==> src/rtl/vga_timing_gen.sv <==
// VGA raster timing: pixel-rate tick, registered h/v sync, active-video flag and pixel coordinates.
// Optional `VGA_FRAME_TICK_EN adds a registered once-per-frame pulse output frame_tick.
module vga_timing_gen #(
    parameter int   H_DISPLAY   = 640,
    parameter int   H_FRONT     = 16,
    parameter int   H_SYNC      = 96,
    parameter int   H_BACK      = 48,
    parameter int   V_DISPLAY   = 480,
    parameter int   V_FRONT     = 10,
    parameter int   V_SYNC      = 2,
    parameter int   V_BACK      = 33,
    parameter int   TICK_DIV    = 4,
    parameter logic SYNC_ACTIVE = 1'b0
) (
    input  logic       clk,
    input  logic       reset,
    output logic       hsync,
    output logic       vsync,
    output logic       video_on,
    output logic       p_tick,
    output logic [9:0] pixel_x,
    output logic [9:0] pixel_y
`ifdef VGA_FRAME_TICK_EN
    ,
    output logic       frame_tick
`endif
);

    localparam int H_TOTAL = H_DISPLAY + H_FRONT + H_SYNC + H_BACK;
    localparam int V_TOTAL = V_DISPLAY + V_FRONT + V_SYNC + V_BACK;
    localparam int DIV_W   = $clog2(TICK_DIV);

    localparam logic [DIV_W-1:0] DIV_LAST = DIV_W'(TICK_DIV - 1);
    localparam logic [9:0] H_LAST   = 10'(H_TOTAL - 1);
    localparam logic [9:0] V_LAST   = 10'(V_TOTAL - 1);
    localparam logic [9:0] H_DISP_C = 10'(H_DISPLAY);
    localparam logic [9:0] V_DISP_C = 10'(V_DISPLAY);
    localparam logic [9:0] HS_START = 10'(H_DISPLAY + H_FRONT);
    localparam logic [9:0] HS_END   = 10'(H_DISPLAY + H_FRONT + H_SYNC - 1);
    localparam logic [9:0] VS_START = 10'(V_DISPLAY + V_FRONT);
    localparam logic [9:0] VS_END   = 10'(V_DISPLAY + V_FRONT + V_SYNC - 1);

    logic [DIV_W-1:0] div_q, div_d;
    logic             tick_d;
    logic             p_tick_q;
    logic [9:0]       h_q, h_d;
    logic [9:0]       v_q, v_d;
    logic             hsync_q, hsync_d;
    logic             vsync_q, vsync_d;

    // Counters step in the clk where p_tick is high; sync is decoded from the next-state
    // counts so it updates on the same edge as pixel_x/pixel_y.
    always_comb begin
        tick_d = (div_q == DIV_LAST);
        div_d  = tick_d ? '0 : div_q + 1'b1;
        h_d    = h_q;
        v_d    = v_q;
        if (p_tick_q) begin
            if (h_q == H_LAST) begin
                h_d = '0;
                v_d = (v_q == V_LAST) ? '0 : v_q + 10'd1;
            end else begin
                h_d = h_q + 10'd1;
            end
        end
        hsync_d = ((h_d >= HS_START) && (h_d <= HS_END)) ? SYNC_ACTIVE : ~SYNC_ACTIVE;
        vsync_d = ((v_d >= VS_START) && (v_d <= VS_END)) ? SYNC_ACTIVE : ~SYNC_ACTIVE;
    end

    always_ff @(posedge clk or posedge reset) begin
        if (reset) begin
            div_q    <= '0;
            p_tick_q <= 1'b0;
            h_q      <= '0;
            v_q      <= '0;
            hsync_q  <= ~SYNC_ACTIVE;
            vsync_q  <= ~SYNC_ACTIVE;
        end else begin
            div_q    <= div_d;
            p_tick_q <= tick_d;
            h_q      <= h_d;
            v_q      <= v_d;
            hsync_q  <= hsync_d;
            vsync_q  <= vsync_d;
        end
    end

`ifdef VGA_FRAME_TICK_EN
    logic frame_tick_q;

    // Pulses alongside the p_tick whose end-of-clk edge wraps the raster to (0,0).
    always_ff @(posedge clk or posedge reset) begin
        if (reset) begin
            frame_tick_q <= 1'b0;
        end else begin
            frame_tick_q <= tick_d && (h_q == H_LAST) && (v_q == V_LAST);
        end
    end

    assign frame_tick = frame_tick_q;
`endif

    assign p_tick   = p_tick_q;
    assign hsync    = hsync_q;
    assign vsync    = vsync_q;
    assign pixel_x  = h_q;
    assign pixel_y  = v_q;
    assign video_on = (h_q < H_DISP_C) && (v_q < V_DISP_C);

endmodule

==> config.mk <==
export PLATFORM = sky130hd
export DESIGN_NAME = vga_timing_gen
export DESIGN_NICKNAME = d
export VERILOG_FILES = /design/src/rtl/vga_timing_gen.sv
export SDC_FILE = /design/constraint.sdc
export NUM_CORES = 1
export LEC_CHECK = 0
export BUFFER_PORTS_ARGS = -buffer_cell sky130_fd_sc_hd__clkbuf_2
export CORE_MARGIN = 3
export CORE_UTILIZATION = 54
export CTS_CLUSTER_DIAMETER = 150
export DETAILED_ROUTE_END_ITERATION = 8
export PLACE_DENSITY = 0.88
export SKIP_CTS_REPAIR_TIMING = 1
export SLEW_MARGIN = 20
export SYNTH_ARGS = -nofsm -noshare
export SYNTH_HDL_FRONTEND = slang
export SYNTH_SLANG_ARGS = --single-unit
==> constraint.sdc <==
create_clock -name clk -period 2.7 [get_ports clk]
set_input_delay 0.27 -clock clk [delete_from_list [all_inputs] [get_ports clk]]
set_output_delay 0.27 -clock clk [all_outputs]
set_load 0.02 [all_outputs]
==> impl_results.md, run 1 <==
- Mux contribution to synthesized area: 0.0146
- Unrepaired setup endpoints after global routing: false
- Rel. slew slack: 0.379
- Tmin final: around 2.2 ns
- Core ar.: 2300 um2
- FF-to-FF path depth: 5
- Root Buffer: clkbuf_4
- Startpoint types: flop
- Layout fillers: 197
- Placed Instances: between 150 and 200
- Tcrit/Tclk final: 0.813
- Main synth FF type: dfrtp_1
- H-tree levels: 1
- Vias: roughly 1,100
- Max-cap violations: 0
- Final Hold Viols: 0
- DRC: 0
- Initial core utilization: 0.596
- Clk pin slew, worst setup/hold paths: 0.14 ns
- Share of cells above drive strength 1: 0.238
- Initial DRC Count: 50
- Measured slew at the worst slew-check pin: 0.931 ns
- Antenna-violating nets left: 0
- #FFs+latches synth: 25
- Critical Path End: hsync
- Worst-skew pair later-pin latency: between 0.3 and 0.4 ns
- Main combinational cell family by area after synthesis: simple AND/OR/NAND/NOR gates
- Post-Synth Adder-Cell Area: 0.0366
- Critical Path RT: roughly 3.0 ns
- WL per Instance: roughly 16 um
- Clock sinks: 25
- TritonCTS clock tree: yes
- Worst r2r dst: hsync
- Antenna diodes: 0
- Die height: 56.3 um
- EDFF count, synth: 0
- Synthesized area per cell: about 9.8 um2
- Synth Area in Compound Gates: 0.113
- Kind of critical path: reg2reg
- Synth unique cells: 44
- First-pass GRT wire length: roughly 5100 um
- Die ar.: approximately 3200 um2
- Yosys warning total: 0
- Number of global-route vias before repair: 1,092
- Worst Setup End Kind: flop
- NumNets Final: about 170
- Maximum fanout along the worst path: 14
- Status: completed
- Clock Tree Buf Depth: 2
- # setup viols final: 0
- Area growth, synth to finish: 10.6%
- Max Clk Rate: around 460 MHz
- Final Util: 0.659
- Seq/Total Area, Yosys: 0.459
- Count of TritonRoute iterations in the first routing pass: 4
- CTS buffer count: 3
- GR Util All Layers: 0.205
- # IOs: 26
- Cell Area, Synth: ~1400 um2
- Routed vias/inst: 6.04
- Slew Limit Fails: 0
- Worst Skew: 0.00673 ns
- Hold_ws: ~0.097 ns
- PortBufs: 25
- DRT Wirelength: between 2000 and 3000 um
- Reg2reg setup slack: between 0.5 and 0.6 ns
- Initial antenna violation count: 0
- Crit path DAT: 2.46 ns
- Num rows: 17
- Post-Synth Simple-Gate Area: 0.255
- Mapped Nets: 145
- Worst setup path start: p_tick
- Post-Synth XOR/XNOR Area: 0.0640
- HPWL after DPL: about 2200 um
- Area of the multi-input gates: roughly 660 um2
- Sequential cell area: ~630 um2
- Pwr Density: 370 nW/um2
- Peak supply drop: around 0.31 mV
- Gr ovfl total: 0
- Die width: 56.3 um
- Final non-filler cell total: 188
- Worst min path class: in2async
- GP Congestion: slightly above 0.9
- Ys async rst share: 1.00
- Mapped Cells: 139
- TNS Setup: 0 ns
- Largest net degree at the start of global routing: 26
- RR Startpoint: p_tick
- Leakage: between 0.0007 and 0.0008 uW
power breakdown:
part           total, uW  switching [uW]  internal, uW
Sequential           375               0           375
Clock                178             120          58.1
Combinational       7.61            7.03         0.583
final cells by class:
cell class                      instances  share of cell area
Multi-Input combinational cell         96               0.437
Inverter                               10              0.0248
Clock buffer                            4              0.0174
Timing Repair Buffer                   25              0.0826
Tap cell                               28              0.0231
Sequential cell                        25               0.415
worst min-delay path by stage:
stage,endpoint,startpoint,slack [ns]
floorplan,div_q[0],reset,0.30
global placement,div_q[0],div_q[0],0.42
detailed placement,div_q[0],div_q[0],0.43
CTS,pixel_x[5],reset,0.14
global route,pixel_x[1],reset,0.17
finish,pixel_x[5],reset,0.1
layer usage:
| layer | up-vias | part of all wire | routed length (um) | track usage |
|---|---|---|---|---|
| met4 | 0 | 0.026 | 78 | 0.0712 |
| met5 | - | 0 | 0 | 0 |
| li1 | 539 | - | - | - |
| met2 | 48 | 0.49 | 1460 | 0.346 |
| met3 | 11 | 0.068 | 203 | 0.0483 |
| met1 | 538 | 0.41 | 1230 | 0.255 |
stage by stage:
stage	instance area [um2]	total power, uW	setup WS, ns
after floorplan	1370	387	0.624
after global placement	1490	390	0.681
after detailed placement	1490	390	0.573
after CTS	1510	556	0.551
after global routing	1510	576	0.342
final	1510	560	0.505
cells by family (layout without fill, tap and decap cells):
| family | Yosys count | after routing |
|---|---|---|
| xor+xnor | 10 | 10 |
| simple gates | 57 | 57 |
| compound gates | 23 | 23 |
| buf+inv | 18 | 39 |
| fa+ha+maj | 4 | 4 |
| flops | 25 | 25 |
| mux | 2 | 2 |
synthesized netlist by cell type (all sizes together) (2+ instances only):
library cell,count,area (um2)
inv,10,37.5
ha,4,50.1
nor2,5,18.8
and4,3,27.5
clkbuf,3,11.3
nor3,8,45.0
or4,3,26.3
xnor2,3,26.3
and3,2,13.8
buf,5,30.0
o21ai,8,40.0
nand3,8,40.0
xor2,7,61.3
dfrtp,23,576
dfstp,2,52.6
mux2i,2,20.0
nand2,14,52.6
nand4,6,52.6
a21oi,3,18.8
o31ai,3,22.5
cells in the final DEF (no fill, tap or decap), types with 2 or more instances in the layout:
| cell type | n |
|---|---|
| nand2_1 | 14 |
| ha_1 | 4 |
| nand3_1 | 8 |
| clkbuf_2 | 25 |
| o21ai_0 | 8 |
| dfrtp_1 | 23 |
| inv_1 | 10 |
| or4_1 | 2 |
| clkbuf_4 | 3 |
| mux2i_1 | 2 |
| a21oi_1 | 2 |
| dfstp_2 | 2 |
| xor2_1 | 7 |
| nand4_1 | 5 |
| and4_1 | 2 |
| o31ai_1 | 3 |
| xnor2_1 | 3 |
| nor3_1 | 7 |
| nor2_1 | 5 |
worst max-delay path, cell delays in order (launching register included):
cell,delay (ns)
dfrtp_1,0.63
nand4_1,0.31
o21a_1,0.28
o21ai_0,0.39
nor3_1,0.11
or4_1,0.42
registers in the layout (all words and copies together), names as in the netlist:
register,count
pixel_x,10
pixel_y,10
div_q,2
hsync,1
p_tick,1
vsync,1
(Power assumes the default switching activity.)
==> run 2, diff against run 1 <==
==> constraint.sdc (replaced) <==
create_clock -name clk -period 2.2 [get_ports clk]
set_input_delay 0.22 -clock clk [delete_from_list [all_inputs] [get_ports clk]]
set_output_delay 0.22 -clock clk [all_outputs]
set_load 0.02 [all_outputs]
==> impl_results.md, run 2 (synthesis results as in run 1) <==
- Critical Path RT: 2.44 ns (-0.53 ns)
- Max Clk Rate: 492 MHz (+8.0%)
- PortBufs: 25 (unchanged)
- Peak supply drop: 0.369 mV (+18%)
- Num rows: 17 (unchanged)
- Kind of critical path: reg2reg
- Area growth, synth to finish: 14.3%
- Clock Tree Buf Depth: 2 (unchanged)
- Hold_ws: 0.452 ns (+0.356 ns)
- Initial core utilization: 0.596 (unchanged)
- TritonCTS clock tree: yes
- Max-cap violations: 0 (unchanged)
- DRC: 0 (unchanged)
- Count of TritonRoute iterations in the first routing pass: 4 (unchanged)
- Vias: 1,136 (unchanged)
- WL per Instance: 15.3 um (-3.1%)
- Antenna diodes: 0 (unchanged)
- Clock sinks: 25 (unchanged)
- Leakage: 0.000765 uW (+4.3%)
- Crit path DAT: 2.28 ns (-0.18 ns)
- HPWL after DPL: 2180 um (-1.9%)
- Maximum fanout along the worst path: 10 (-4)
- Largest net degree at the start of global routing: 26 (unchanged)
- # IOs: 26 (unchanged)
- First-pass GRT wire length: 5010 um (-1.9%)
- Measured slew at the worst slew-check pin: 0.383 ns (-0.548 ns)
- Final instance area: 1560 um2 (+3.3%)
- Tmin final: 2.03 ns (-0.163 ns)
- # setup viols final: 0 (unchanged)
- Most frequent cells in the layout: clkbuf_2 (25), dfrtp_1 (23), nand2_1 (14)
- Gr ovfl total: 0 (unchanged)
- Final Util: 0.681 (+0.0218)
- Area of the multi-input gates: 664 um2 (+0.38%)
- Unrepaired setup endpoints after global routing: false
- Root Buffer: clkbuf_4
- Share of cells above drive strength 1: 0.265 (+0.0276)
- Antenna-violating nets left: 0 (unchanged)
- H-tree levels: 1 (unchanged)
- Pwr Density: 432 nW/um2 (+17%)
- TNS Setup: 0 ns (unchanged)
- Initial DRC Count: 21 (-58%)
- GP Congestion: 0.931 (+0.84%)
- Most common cell after layout, fill and taps aside: clkbuf_2
- Sequential cell area: 628 um2 (unchanged)
- Tcrit/Tclk final: 0.923 (+0.110)
- Die height: 56.3 um (unchanged)
- Placed Instances: 187 (+1.6%)
- Slew Limit Fails: 0 (unchanged)
- Worst Setup End Kind: flop
- Area after DPL: 1510 um2 (+1.5%)
- Routed vias/inst: 5.86 (-3.1%)
- Number of global-route vias before repair: 1,126 (+3.1%)
- Worst min path class: in2async
- Final Hold Viols: 0 (unchanged)
- Clk pin slew, worst setup/hold paths: 0.13 ns (about the same)
- Initial antenna violation count: 0 (unchanged)
- DRT Wirelength: 2970 um (about the same)
- NumNets Final: 173 (+3.6%)
- Worst-skew pair later-pin latency: 0.32 ns (-0.02 ns)
- Status: completed
- GR Util All Layers: 0.199 (-0.00522)
- Startpoint types: flop
- Core ar.: 2300 um2 (unchanged)
- Die width: 56.3 um (unchanged)
- CTS buffer count: 3 (unchanged)
- Worst Skew: 0.00516 ns (-0.00157 ns)
- Layout fillers: 182 (-7.6%)
- Rel. slew slack: 0.742 (+0.363)
- Die ar.: 3170 um2 (unchanged)
- Final non-filler cell total: 194 (+3.2%)
==> run 2: cell count changes in the layout (fill, tap and decap cells not counted), sizes merged <==
cell	before	now
buf	0	5
dlygate4sd3	0	1
==> run 2: path summary, 6_finish.rpt <==
check	start	end	slack (ns)	cells after the start
worst min-delay path	reset	pixel_x[0]	0.45	4
worst max register to register	pixel_x[5]	vsync	0.17	5
max in group asynchronous	reset	vsync	1.45	4
worst max-delay path	pixel_x[5]	vsync	0.17	5
worst min register to register	div_q[0]	div_q[0]	0.45	1
min in group clk	div_q[0]	div_q[0]	0.45	1
==> run 2: layer usage <==
metal | vias up | track usage | share of wire
met5 | - | 0 | 0
li1 | 553 | - | -
met4 | 0 | 0.0847 | 0.016
met3 | 5 | 0.0368 | 0.055
met2 | 40 | 0.347 | 0.52
met1 | 538 | 0.239 | 0.41
==> run 2: area by class of cell <==
cell class	instances	share of cell area
clock buffer	4	0.0168
sequential	25	0.402
timing repair buffer	31	0.110
multi-input combinational	96	0.425
inverter	10	0.0240
tap	28	0.0224
==> run 2: stage by stage <==
stage / setup slack [ns] / total power, uW
global placement: 0.186 / 479
detailed placement: 0.124 / 480
global route: 0.0224 / 704
floorplan: 0.124 / 475
CTS: 0.0958 / 684
finish: 0.169 / 676
==> run 2: worst max-delay path, stage by stage, from the launching register on <==
cell and delay (ns):
dfrtp_1 0.49, nor4b_4 0.41, nand4_4 0.22, or4_4 0.57, a21oi_2 0.15, o2111ai_1 0.11
==> run 2: where the power goes <==
part | internal [uW] | switching, uW
Combinational | 3.10 | 9.04
Clock | 71.1 | 133
Sequential | 460 | 0
Total | 534 | 142
